<file path="src/rtl/itlb_micro_pkg.sv">
// Shared cpu definitions for the instruction micro-TLB and its neighbours.
package itlb_micro_pkg;

    // VA[31:30] prefix of the unmapped kseg0/kseg1 window.
    localparam logic [1:0]  KSEG_UNMAPPED = 2'b10;

    // Fetch comes out of reset at the boot vector; the translation-prediction
    // stage resets to the same values so both agree on the first fetch.
    localparam logic [31:0] RESET_PPC  = 32'h1fc0_0000;
    localparam logic [15:0] RESET_MASK = 16'hffff;

    // One cached translation. mask bit = 1 marks VA[27:12] bit as page offset.
    typedef struct packed {
        logic        valid;
        logic        glob;
        logic [7:0]  asid;
        logic [19:0] vpn;
        logic [19:0] pfn;
        logic [15:0] mask;
    } itlb_entry_t;

    typedef enum logic {
        LOOKUP = 1'b0,
        REFILL = 1'b1
    } itlb_state_e;

endpackage

</file>
<file path="src/rtl/itlb_entry_match.sv">
// Single-entry comparator and translator; purely combinational.
module itlb_entry_match
    import itlb_micro_pkg::*;
(
    input  itlb_entry_t  entry_i,
    input  logic [31:0]  vpc_i,
    input  logic [7:0]   asid_i,
    output logic         hit_o,
    output logic [31:0]  ppc_o
);

    logic asid_ok;
    logic vpn_ok;

    assign asid_ok = entry_i.glob || (asid_i == entry_i.asid);
    // VA[31:28] always compares exactly; VA[27:12] compares only where the
    // mask says the bit belongs to the page number.
    assign vpn_ok  = (vpc_i[31:28] == entry_i.vpn[19:16]) &&
                     (((vpc_i[27:12] ^ entry_i.vpn[15:0]) & ~entry_i.mask) == 16'h0000);
    assign hit_o   = entry_i.valid && asid_ok && vpn_ok;

    assign ppc_o   = {entry_i.pfn[19:16],
                      (entry_i.pfn[15:0] & ~entry_i.mask) | (vpc_i[27:12] & entry_i.mask),
                      vpc_i[11:0]};

endmodule

</file>
<file path="src/rtl/itlb_micro.sv">
// Instruction micro-TLB: fully-associative lookup, kseg bypass, refill FSM.
module itlb_micro
    import itlb_micro_pkg::*;
#(
    parameter int ENTRIES = 4
)
(
    input  logic        clk,
    input  logic        rst_n,
    input  logic        stall,
    input  logic [31:0] vpc,
    input  logic [7:0]  asid,
    input  logic        inval,
    output logic [31:0] ppc_out,
    output logic [15:0] page_mask,
    output logic        fault,
    output logic        miss,
    output logic        refill_req,
    output logic [19:0] refill_vpn,
    input  logic        refill_ack,
    input  logic [19:0] refill_pfn,
    input  logic [15:0] refill_mask,
    input  logic        refill_valid,
    input  logic        refill_global
);

    localparam int VW = (ENTRIES > 1) ? $clog2(ENTRIES) : 1;

    itlb_entry_t        entries_q [ENTRIES];
    logic [VW-1:0]      victim_q;
    itlb_state_e        state_q, state_d;
    logic [19:0]        vpn_q, vpn_d;
    logic [31:0]        ppc_q;
    logic [15:0]        mask_q;
    logic               fault_q;

    logic [ENTRIES-1:0] hit_vec;
    logic [31:0]        ent_ppc [ENTRIES];
    logic               unmapped;
    logic               hit;
    logic [31:0]        sel_ppc;
    logic [15:0]        sel_mask;
    logic               fill_we;
    logic               fault_rsv;

    assign unmapped = (vpc[31:30] == KSEG_UNMAPPED);

    for (genvar g = 0; g < ENTRIES; g++) begin : g_match
        itlb_entry_match u_match (
            .entry_i (entries_q[g]),
            .vpc_i   (vpc),
            .asid_i  (asid),
            .hit_o   (hit_vec[g]),
            .ppc_o   (ent_ppc[g])
        );
    end

    // Priority select: scan high to low so the lowest hitting index wins.
    always_comb begin
        hit      = 1'b0;
        sel_ppc  = '0;
        sel_mask = '0;
        for (int i = ENTRIES - 1; i >= 0; i--) begin
            if (hit_vec[i]) begin
                hit      = 1'b1;
                sel_ppc  = ent_ppc[i];
                sel_mask = entries_q[i].mask;
            end
        end
    end

    // Next-state: a mapped miss starts a refill; any ack ends it. A valid
    // fill is dropped if an invalidate lands on the same cycle.
    always_comb begin
        state_d   = state_q;
        vpn_d     = vpn_q;
        fill_we   = 1'b0;
        fault_rsv = 1'b0;
        case (state_q)
            LOOKUP: begin
                if (!unmapped && !hit) begin
                    state_d = REFILL;
                    vpn_d   = vpc[31:12];
                end
            end
            REFILL: begin
                if (refill_ack) begin
                    state_d   = LOOKUP;
                    fill_we   = refill_valid && !inval;
                    fault_rsv = !refill_valid;
                end
            end
            default: state_d = LOOKUP;
        endcase
    end

    // An invalid-entry ack is resolved right away as a fault, so fetch is
    // released on that cycle instead of retrying a lookup that cannot hit.
    assign miss = (state_q == REFILL) ? !fault_rsv : (!unmapped && !hit);

    // FSM state and latched refill VPN.
    always_ff @(posedge clk or negedge rst_n) begin
        if (!rst_n) begin
            state_q <= LOOKUP;
            vpn_q   <= '0;
        end else begin
            state_q <= state_d;
            vpn_q   <= vpn_d;
        end
    end

    // Entry array and round-robin victim pointer; inval never moves the pointer.
    always_ff @(posedge clk or negedge rst_n) begin
        if (!rst_n) begin
            for (int i = 0; i < ENTRIES; i++) entries_q[i] <= '0;
            victim_q <= '0;
        end else begin
            if (fill_we) begin
                entries_q[victim_q] <= itlb_entry_t'{valid: 1'b1,
                                                     glob:  refill_global,
                                                     asid:  asid,
                                                     vpn:   vpn_q,
                                                     pfn:   refill_pfn,
                                                     mask:  refill_mask};
                victim_q <= victim_q + VW'(1);
            end
            if (inval) begin
                for (int i = 0; i < ENTRIES; i++) entries_q[i].valid <= 1'b0;
            end
        end
    end

    // Output registers advance only when fetch is neither stalled nor missing.
    always_ff @(posedge clk or negedge rst_n) begin
        if (!rst_n) begin
            ppc_q   <= RESET_PPC;
            mask_q  <= RESET_MASK;
            fault_q <= 1'b0;
        end else if (!stall && !miss) begin
            if (fault_rsv) begin
                ppc_q   <= {vpc[31:12], 12'h000};
                mask_q  <= '0;
                fault_q <= 1'b1;
            end else if (unmapped) begin
                ppc_q   <= {3'b000, vpc[28:0]};
                mask_q  <= 16'hffff;
                fault_q <= 1'b0;
            end else begin
                ppc_q   <= sel_ppc;
                mask_q  <= sel_mask;
                fault_q <= 1'b0;
            end
        end
    end

    assign ppc_out    = ppc_q;
    assign page_mask  = mask_q;
    assign fault      = fault_q;
    assign refill_req = (state_q == REFILL);
    assign refill_vpn = vpn_q;

endmodule

</file>
<file path="config.mk">
export PLATFORM = sky130hd
export DESIGN_NAME = itlb_micro
export DESIGN_NICKNAME = d
export VERILOG_FILES = /design/src/rtl/itlb_micro_pkg.sv /design/src/rtl/itlb_entry_match.sv /design/src/rtl/itlb_micro.sv
export SDC_FILE = /design/constraint.sdc
export NUM_CORES = 1
export LEC_CHECK = 0
export BUFFER_PORTS_ARGS = -buffer_cell sky130_fd_sc_hd__buf_2
export CORE_MARGIN = 2
export CORE_UTILIZATION = 60
export DETAILED_ROUTE_END_ITERATION = 10
export PLACE_DENSITY = 0.79
export SLEW_MARGIN = 40
export SYNTH_ARGS = -nofsm -noshare
export SYNTH_HDL_FRONTEND = slang
export SYNTH_SLANG_ARGS = --single-unit
</file>
<file path="constraint.sdc">
create_clock -name clk -period 3.3 [get_ports clk]
set_clock_uncertainty 0.05 [all_clocks]
set_input_delay 0.165 -clock clk [delete_from_list [all_inputs] [get_ports clk]]
set_output_delay 0.165 -clock clk [all_outputs]
set_load 0.005 [all_outputs]
</file>
==> results.py, run 1 <==
metrics = {
    "outcome": {
        "outcome": "completed",
    },
    "sta": {
        "hold_viol_final": 0,
        "slew_headroom_pct": 47.0,
        "worst_slack_ns": 0.141,
        "drv_slew": 0,
        "worst_slew_pin_slew_ns": 0.792,
        "grt_setup_unrepaired": "false",
        "setup_violations": 0,
        "fmax_mhz": 317,
        "fin_tns_setup_ns": 0,
        "period_minus_slack_ns": 3.16,
        "period_share_pct": 95.7,
    },
    "power": {
        "p_int_mw": 10.7,
        "leakage_nw": 8.71,
        "p_clk_share_pct": 25.2,
        "comb_power_share_pct": 27.1,
        "seq_power_share_pct": 47.8,
        "swShare_pct": 31.5,
        "power_switching_mw": 4.92,
        "p_per_area_mw_per_mm2": 821,
        "vdd_drop_max_mv": 0.656,
    },
    "final_layout": {
        "layout_common_cells": "dfrtp_1, mux2_2, buf_2, xnor2_1, o21ai_0",
        "fin_cells": 1837,
        "diodes": 0,
        "nNetsFinal": 1564,
        "layout-drive-gt1-share_pct": 38.4,
        "final_common_cell": "dfrtp_1",
        "syn2layout_area_growth_pct": 18.3,
    },
    "synth": {
        "synth_nets": 1367,
        "ys_ff_latch": 336,
        "syn_avg_cell_area_um2": 12.5,
        "synthTopCellsByArea": "dfrtp_1, mux2_2, xnor2_1",
        "synthesis.area_mm2": 0.0161,
        "async_flop_share_pct": 100,
        "synth_edf_count": 0,
        "yosysWarnings": 0,
        "synth.largest_area_cell": "dfrtp_1",
        "syn_inst": 1280,
        "synth_cell_types": 46,
        "synth_top_flop_cell": "dfrtp_1",
        "ys_seq_area_share_pct": 52.6,
        "synth_top_area_share_pct": 48.8,
    },
    "setup_path": {
        "cp_data_required_time_ns": 3.08,
        "r2r_cells": 9,
        "critPathKind": "reg2out",
        "r2r_end": "ppc_out[26]",
        "cp-end-kind": "output port",
        "cp_max_fo": 7,
        "regToRegStartpoint": "entries_q[42]",
        "cp-start-kind": "register",
        "r2r_slack_ns": 0.15,
        "arrival_ns": 2.94,
    },
    "detailed_routing": {
        "wire_per_inst_um": 24.8,
        "dr.first_iter.drc_count": 1111,
        "drc": 0,
        "avgViaCountPerCell": 6.31,
        "drt.antenna.violating_nets": 0,
        "drtPass1Iterations": 5,
        "vias": 11600,
        "wl_um": 45500,
    },
    "hold_path": {
        "worstHoldEndpoint": "refill_vpn[16]",
        "hold_depth": 2,
        "worstHoldStart": "vpc[28]",
        "hp-class": "in2reg",
    },
    "place": {
        "dp_hpwl_um": 30100,
        "routabilityCongestion": 0.921,
        "pre_cts_ws_ns": 0.339,
        "port_buffers": 153,
        "dpl.cell_count": 1715,
    },
    "grt": {
        "top_usage_layer": "met2",
        "grt_pass1_vias": 12100,
        "met2_usage_pct": 54.6,
        "globalRoute.totalOverflow": 0,
        "met3_usage_pct": 6.03,
        "antenna_found_initial": 0,
        "grt_usage_pct": 32.9,
        "grt_max_degree": 66,
        "grt_pass1_wl_um": 71200,
        "grt_util_met1_pct": 43.7,
    },
    "flow_run": {
        "maxCapViolCount": 0,
    },
    "clock_tree": {
        "clkLatencyLatePin_ns": 0.53,
        "clock-sinks": 336,
        "clkTransAtPathRegs_ns": 0.06,
        "htree_levels": 2,
        "numCtsBuffers": 35,
        "post_cts_buffers": 0,
        "cts.root.buffer_cell": "clkbuf_16",
        "cts_tree": "built",
        "clockBufferDepth": 3,
        "cts_resized": 0,
    },
    "floorplanning": {
        "core-area_mm2": 0.0261,
        "num_io_pins": 154,
        "dieWidth_um": 168,
        "core.rowCount": 59,
        "start_util_pct": 61.4,
        "fp.dieArea_mm2": 0.0281,
        "die_h_um": 168,
    },
}
per-layer routing:
layer	vias to the layer above	routed length (um)
met2	591	21700
met1	5867	18200
met5	-	0
met3	126	3870
li1	5002	-
met4	0	1790
cell usage after synthesis (all sizes together) (2+ instances only):
| cell | instances |
|---|---|
| inv | 7 |
| nor3 | 2 |
| mux2 | 300 |
| a221o | 16 |
| and3 | 4 |
| a41o | 3 |
| dfstp | 23 |
| clkbuf | 57 |
| a32o | 3 |
| mux2i | 48 |
| or4 | 3 |
| nand4 | 3 |
| nor2 | 32 |
| xnor2 | 87 |
| o221ai | 16 |
| o21ai | 77 |
| nand2b | 16 |
| o211ai | 4 |
| and4 | 3 |
| buf | 38 |
| o22ai | 27 |
| or2 | 2 |
| a31oi | 16 |
| dfrtp | 313 |
| a21oi | 57 |
| ha | 4 |
| nor4 | 12 |
| nand3 | 6 |
| xor2 | 26 |
| nand2 | 57 |
| a22o | 12 |
sequential cells by signal (all words and copies together), names as in the netlist:
| name | flops |
|---|---|
| fault | 1 |
| ppc_out | 32 |
| victim_q | 2 |
| entries_q | 264 |
| page_mask | 16 |
| refill_vpn | 20 |
| refill_req | 1 |
power by group through the flow:
stage / clock network (mW) / registers [mW] / logic (mW)
final: 3.92 / 7.45 / 4.22
after global routing: 4.13 / 7.63 / 4.57
after detailed placement: 0 / 7.45 / 4.12
after global placement: 0 / 7.35 / 3.96
after floorplan: 0 / 6.89 / 2.99
after CTS: 3.95 / 7.40 / 4.21
area by class of cell:
class	instances	area (um2)
sequential	336	8440
clock inverter	5	90.1
multi-input combinational	842	7150
timing repair buffer	255	1840
clock buffer	57	1040
inverter	7	26.3
tap	335	419
fill	1764	7130
per-stage QoR:
stage | power [mW] | area, um2 | hold WS [ns] | utilization (%)
2_1_floorplan | 9.89 | 16100 | -0.181 | -
4_1_cts | 15.6 | 19000 | 0.00133 | 72.7
3_5_place_dp | 11.6 | 17300 | 0.0851 | 66.1
6_report | 15.6 | 19000 | 0.0120 | 72.7
5_1_grt | 16.3 | 19000 | 0.00972 | 72.7
3_3_place_gp | 11.3 | 17200 | 0.284 | 66.0
worst max-delay path, stage by stage (launching register included):
cell	delay (ns)
dfrtp_1	0.39
xnor2_1	0.23
o22ai_1	0.15
or4_1	0.58
nor4_4	0.47
or4_4	0.24
nor2_1	0.07
nor2_1	0.10
nor2_1	0.05
buf_2	0.14
worst max path at each step:
stage | start | endpoint | cells after the start
2_1_floorplan | entries_q[195] | ppc_out[29] | 9
3_5_place_dp | vpc[15] | refill_vpn[19] | 8
3_3_place_gp | vpc[18] | refill_vpn[19] | 8
6_report | entries_q[42] | miss | 9
4_1_cts | entries_q[42] | miss | 9
5_1_grt | entries_q[42] | miss | 9
what timing repair did:
| item | in CTS | in global routing |
|---|---|---|
| hold buffers | 60 | 0 |
| endpoints found under the setup margin | 0 | 0 |
| hold endpoints to repair | 359 | 0 |
cell families after synthesis:
family / share of synthesized area [%]
xor+xnor: 6.17
mux: 24.5
simple gates: 4.39
buf+inv: 3.02
flops: 52.6
compound gates: 9.07
fa+ha+maj: 0.312
No activity file was read; power rests on OpenSTA's default activity.
==> run 2: changes to the inputs <==
- CORE_ASPECT_RATIO: default -> 0.75
- SETUP_SLACK_MARGIN: default -> 0.3
==> results.py, run 2 (synthesis results as in run 1) <==
metrics = {
    "clock_tree": {
        "cts.root.buffer_cell": "clkbuf_16",
        "htree_levels": 2,
        "numCtsBuffers": 34,
        "clkLatencyLatePin_ns": 0.52,
        "clock-sinks": 336,
        "cts_tree": "built",
        "clkTransAtPathRegs_ns": 0.06,
        "clockBufferDepth": 3,
    },
    "setup_path": {
        "cp_data_required_time_ns": 3.08,
        "r2r_end": "page_mask[4]",
        "cp_num_cells": 9,
        "cp_max_fo": 3,
        "arrival_ns": 2.71,
        "cp-start-kind": "register",
        "r2r_cells": 9,
        "critPathSlowestCell": "or4_4",
        "critPathKind": "reg2out",
        "r2r_slack_ns": 0.38,
        "path_buf_inv": 1,
        "regToRegStartpoint": "entries_q[112]",
        "crit_chain": "xnor2_2, o22ai_2, or4_4, nor4_4, or4_4, nor2_4, nor2_1, nor2_1, buf_2",
        "crit_family": "simple AND/OR/NAND/NOR gates",
        "critPathMaxStageDelay_ns": 0.54,
        "cp-end-kind": "output port",
    },
    "hold_path": {
        "hold_depth": 2,
        "hp-class": "in2reg",
        "worstHoldStart": "asid[2]",
        "worstHoldEndpoint": "entries_q[124]",
    },
    "sta": {
        "period_minus_slack_ns": 2.93,
        "hold_viol_final": 0,
        "setup_violations": 0,
        "period_share_pct": 88.8,
        "hold_slack_ns": 0.0195,
        "worst_slew_pin_slew_ns": 0.792,
        "worst_slack_ns": 0.371,
        "slew_headroom_pct": 47.0,
        "grt_setup_unrepaired": "false",
        "fin_tns_setup_ns": 0,
        "fmax_mhz": 341,
        "drv_slew": 0,
    },
    "floorplanning": {
        "core-area_mm2": 0.0261,
        "dieWidth_um": 193,
        "core.rowCount": 51,
        "fp.dieArea_mm2": 0.0281,
        "num_io_pins": 154,
        "die_h_um": 146,
        "start_util_pct": 61.5,
    },
    "grt": {
        "globalRoute.totalOverflow": 0,
        "grt_max_degree": 96,
        "grt_usage_pct": 33.3,
        "grt_pass1_vias": 11700,
        "grt_pass1_wl_um": 70400,
        "antenna_found_initial": 1,
    },
    "outcome": {
        "outcome": "completed",
    },
    "power": {
        "p_per_area_mw_per_mm2": 829,
        "vdd_drop_max_mv": 0.471,
        "leakage_nw": 8.77,
    },
    "detailed_routing": {
        "vias": 11700,
        "drt.antenna.violating_nets": 0,
        "drc": 0,
        "drtPass1Iterations": 5,
        "wl_um": 46100,
        "dr.first_iter.drc_count": 1272,
        "avgViaCountPerCell": 6.37,
        "wire_per_inst_um": 25.0,
    },
    "final_layout": {
        "syn2layout_area_growth_pct": 18.7,
        "largest_reg_flops": 264,
        "diodes": 0,
        "final_common_cell": "dfrtp_1",
        "fillers": 1743,
        "layout_common_cells": "dfrtp_1, mux2_2, buf_2, xnor2_1, o21ai_0",
        "nNetsFinal": 1564,
        "layout-drive-gt1-share_pct": 39.1,
        "top_register": "entries_q",
    },
    "flow_run": {
        "maxCapViolCount": 0,
    },
    "place": {
        "pre_cts_ws_ns": 0.242,
        "dp_hpwl_um": 30900,
        "routabilityCongestion": 0.928,
        "port_buffers": 153,
    },
}
==> run 2: final cells by class <==
type,count,area (um2),area share [%]
sequential,336,8440,44.3
multi-input combinational,842,7210,37.8
clock inverter,5,75.1,0.394
timing repair buffer,256,1820,9.57
tap,344,430,2.26
inverter,7,26.3,0.138
clock buffer,54,1060,5.56
==> run 2: worst max-delay path by stage <==
stage,start,to,slack (ns)
final,entries_q[42],miss,0.37
after detailed placement,entries_q[42],refill_vpn[19],0.24
after floorplan,entries_q[195],ppc_out[29],0.73
after CTS,entries_q[177],miss,0.25
after global placement,entries_q[42],refill_vpn[19],0.25
after global routing,entries_q[42],miss,0.29
==> run 2: power by group <==
part           internal (mW)  total [mW]  switching, mW
registers               5.88        7.57           1.70
logic                   2.53        4.30           1.76
clock network           2.36        3.94           1.58
total                   10.8        15.8           5.04
==> run 2: layer usage <==
layer,vias up,routed length [um],GRT usage [%]
met1,5986,20000,50.3
li1,5002,-,-
met5,-,0,0
met4,0,1160,9.58
met2,652,20000,47.9
met3,108,4980,8.10
==> run 2: what timing repair did <==
action,in CTS,in global routing
hold buffers,60,0
endpoints found under the setup margin,25,39
hold endpoints to repair,262,0
cloned,0,0
pin swaps,1,4
buffers inserted,1,1
resized for setup,1,11
==> run 2: per-stage QoR <==
stage | power [mW] | cells | util [%] | cell area [um2]
floorplan | 9.89 | 1280 | - | 16100
global placement | 11.4 | 1723 | 66.1 | 17300
detailed placement | 11.7 | 1723 | 66.1 | 17300
CTS | 15.7 | 1843 | 72.8 | 19000
global route | 16.5 | 1844 | 73.0 | 19100
finish | 15.8 | 1844 | 73.0 | 19100
==> run 3: changes to the inputs <==
==> constraint.sdc (replaced) <==
create_clock -name clk -period 3.3 [get_ports clk]
set_clock_uncertainty 0.05 [all_clocks]
set_input_delay 0 -clock clk [delete_from_list [all_inputs] [get_ports clk]]
set_output_delay 0 -clock clk [all_outputs]
set_load 0.005 [all_outputs]
==> results.py, run 3 (synthesis results as in run 1) <==
metrics = {
    "final_layout": {
        "fillers": 1695,
        "top_register": "entries_q",
        "largest_reg_flops": 264,
        "nNetsFinal": 1588,
        "layout_common_cells": "dfrtp_1, mux2_2, buf_2, xnor2_1, dlygate4sd3_1",
        "finalInstanceArea_mm2": 0.0193,
        "layout-drive-gt1-share_pct": 38.8,
        "syn2layout_area_growth_pct": 20.0,
        "final_common_cell": "dfrtp_1",
        "diodes": 0,
    },
    "power": {
        "power_mw": 16.0,
        "leakage_nw": 8.86,
        "vdd_drop_max_mv": 0.493,
        "p_per_area_mw_per_mm2": 828,
    },
    "floorplanning": {
        "core.rowCount": 51,
        "start_util_pct": 61.5,
        "die_h_um": 146,
        "fp.dieArea_mm2": 0.0281,
        "dieWidth_um": 193,
        "core-area_mm2": 0.0261,
        "num_io_pins": 154,
    },
    "place": {
        "dp_hpwl_um": 31000,
        "port_buffers": 153,
        "placed_cell_area_mm2": 0.0172,
        "routabilityCongestion": 0.950,
    },
    "sta": {
        "fin_tns_setup_ns": 0,
        "setup_violations": 0,
        "hold_viol_final": 0,
        "period_share_pct": 96.1,
        "worst_slew_pin_slew_ns": 0.869,
        "period_minus_slack_ns": 3.17,
        "fmax_mhz": 315,
        "drv_slew": 0,
        "hold_slack_ns": 0.191,
        "grt_setup_unrepaired": "false",
        "slew_headroom_pct": 41.5,
    },
    "grt": {
        "grt_usage_pct": 33.6,
        "grt_pass1_vias": 11800,
        "grt_max_degree": 106,
        "antenna_found_initial": 0,
        "grt_pass1_wl_um": 71000,
        "globalRoute.totalOverflow": 0,
    },
    "setup_path": {
        "cp-start-kind": "register",
        "arrival_ns": 3.52,
        "crit_chain": "xnor2_1, o22ai_1, nor4_1, and4_1, buf_4, nor3_1, a21oi_1, o21ai_0, mux2_2",
        "cp_max_fo": 20,
        "critPathMaxStageDelay_ns": 0.76,
        "cp-end-kind": "register",
        "path_buf_inv": 1,
        "crit_family": "simple AND/OR/NAND/NOR gates",
        "critPathSlowestCell": "nor4_1",
        "cp_data_required_time_ns": 3.64,
        "critPathKind": "reg2reg",
    },
    "clock_tree": {
        "clockBufferDepth": 3,
        "cts_tree": "built",
        "clkLatencyLatePin_ns": 0.53,
        "cts.root.buffer_cell": "clkbuf_16",
        "clkTransAtPathRegs_ns": 0.06,
        "clock-sinks": 336,
        "htree_levels": 2,
        "numCtsBuffers": 34,
    },
    "detailed_routing": {
        "wl_um": 46700,
        "avgViaCountPerCell": 6.32,
        "drc": 0,
        "vias": 11800,
        "dr.first_iter.drc_count": 1258,
        "wire_per_inst_um": 25.0,
        "drt.antenna.violating_nets": 0,
        "drtPass1Iterations": 5,
    },
    "outcome": {
        "outcome": "completed",
    },
    "hold_path": {
        "hp-class": "in2reg",
    },
    "flow_run": {
        "maxCapViolCount": 0,
    },
}
[run 3: cell types whose count changed in the layout (fill, tap and decap cells not counted), sizes merged]
cell / previous run / this run
clkbuf: 56 / 47
bufinv: 2 / 3
clkinv: 3 / 10
buf: 194 / 197
clkinvlp: 0 / 1
dlygate4sd3: 60 / 83
[run 3: timing repair]
item | in CTS | in global routing
resized for setup | 0 | 2
buffers inserted | 0 | 5
setup endpoints to repair | 0 | 12
hold endpoints to repair | 323 | 31
hold buffers | 82 | 1
[run 3: worst min-delay path, delay by kind of cell]
family,cells,cell delay (ns)
buf+inv,2,0.60
compound gates,1,0.11
[run 3: cell type report]
class	instances	area [um2]	share of cell area, %
Clock inverter	14	148	0.766
Inverter	7	26.3	0.136
Multi-Input combinational cell	842	7180	37.3
Sequential cell	336	8440	43.8
Timing Repair Buffer	280	2020	10.5
Clock buffer	47	1020	5.31
Tap cell	344	430	2.23
[run 3: power by group]
| group | internal [mW] | switching (mW) |
|---|---|---|
| logic | 2.55 | 1.76 |
| clock network | 2.41 | 1.64 |
| registers | 5.87 | 1.73 |
| total | 10.8 | 5.13 |
[run 3: layer usage]
layer	vias up	share of wire (%)	track usage, %
met4	0	2.7	10.0
met2	685	43	48.3
li1	5062	-	-
met5	-	0	0
met3	118	11	9.33
met1	5948	43	49.7
[run 3: final timing paths]
check	start	to	slack, ns	cells past startpoint
max in group asynchronous	rst_n	ppc_out[23]	1.60	5
worst min register to register	ppc_out[24]	ppc_out[24]	0.43	2
worst max-delay path	entries_q[241]	ppc_out[29]	0.13	9
worst max register to register	entries_q[241]	ppc_out[29]	0.13	9
worst min-delay path	vpc[2]	ppc_out[2]	0.19	3
min in group asynchronous	rst_n	entries_q[193]	0.42	3
[run 3: stage by stage]
| step | std cells | util [%] | worst slack [ns] |
|---|---|---|---|
| CTS | 1863 | 73.5 | 0.370 |
| floorplan | 1280 | - | 0.730 |
| detailed placement | 1720 | 65.8 | 0.429 |
| finish | 1870 | 73.8 | 0.127 |
| global route | 1870 | 73.8 | 0.203 |
| global placement | 1720 | 65.8 | 0.432 |
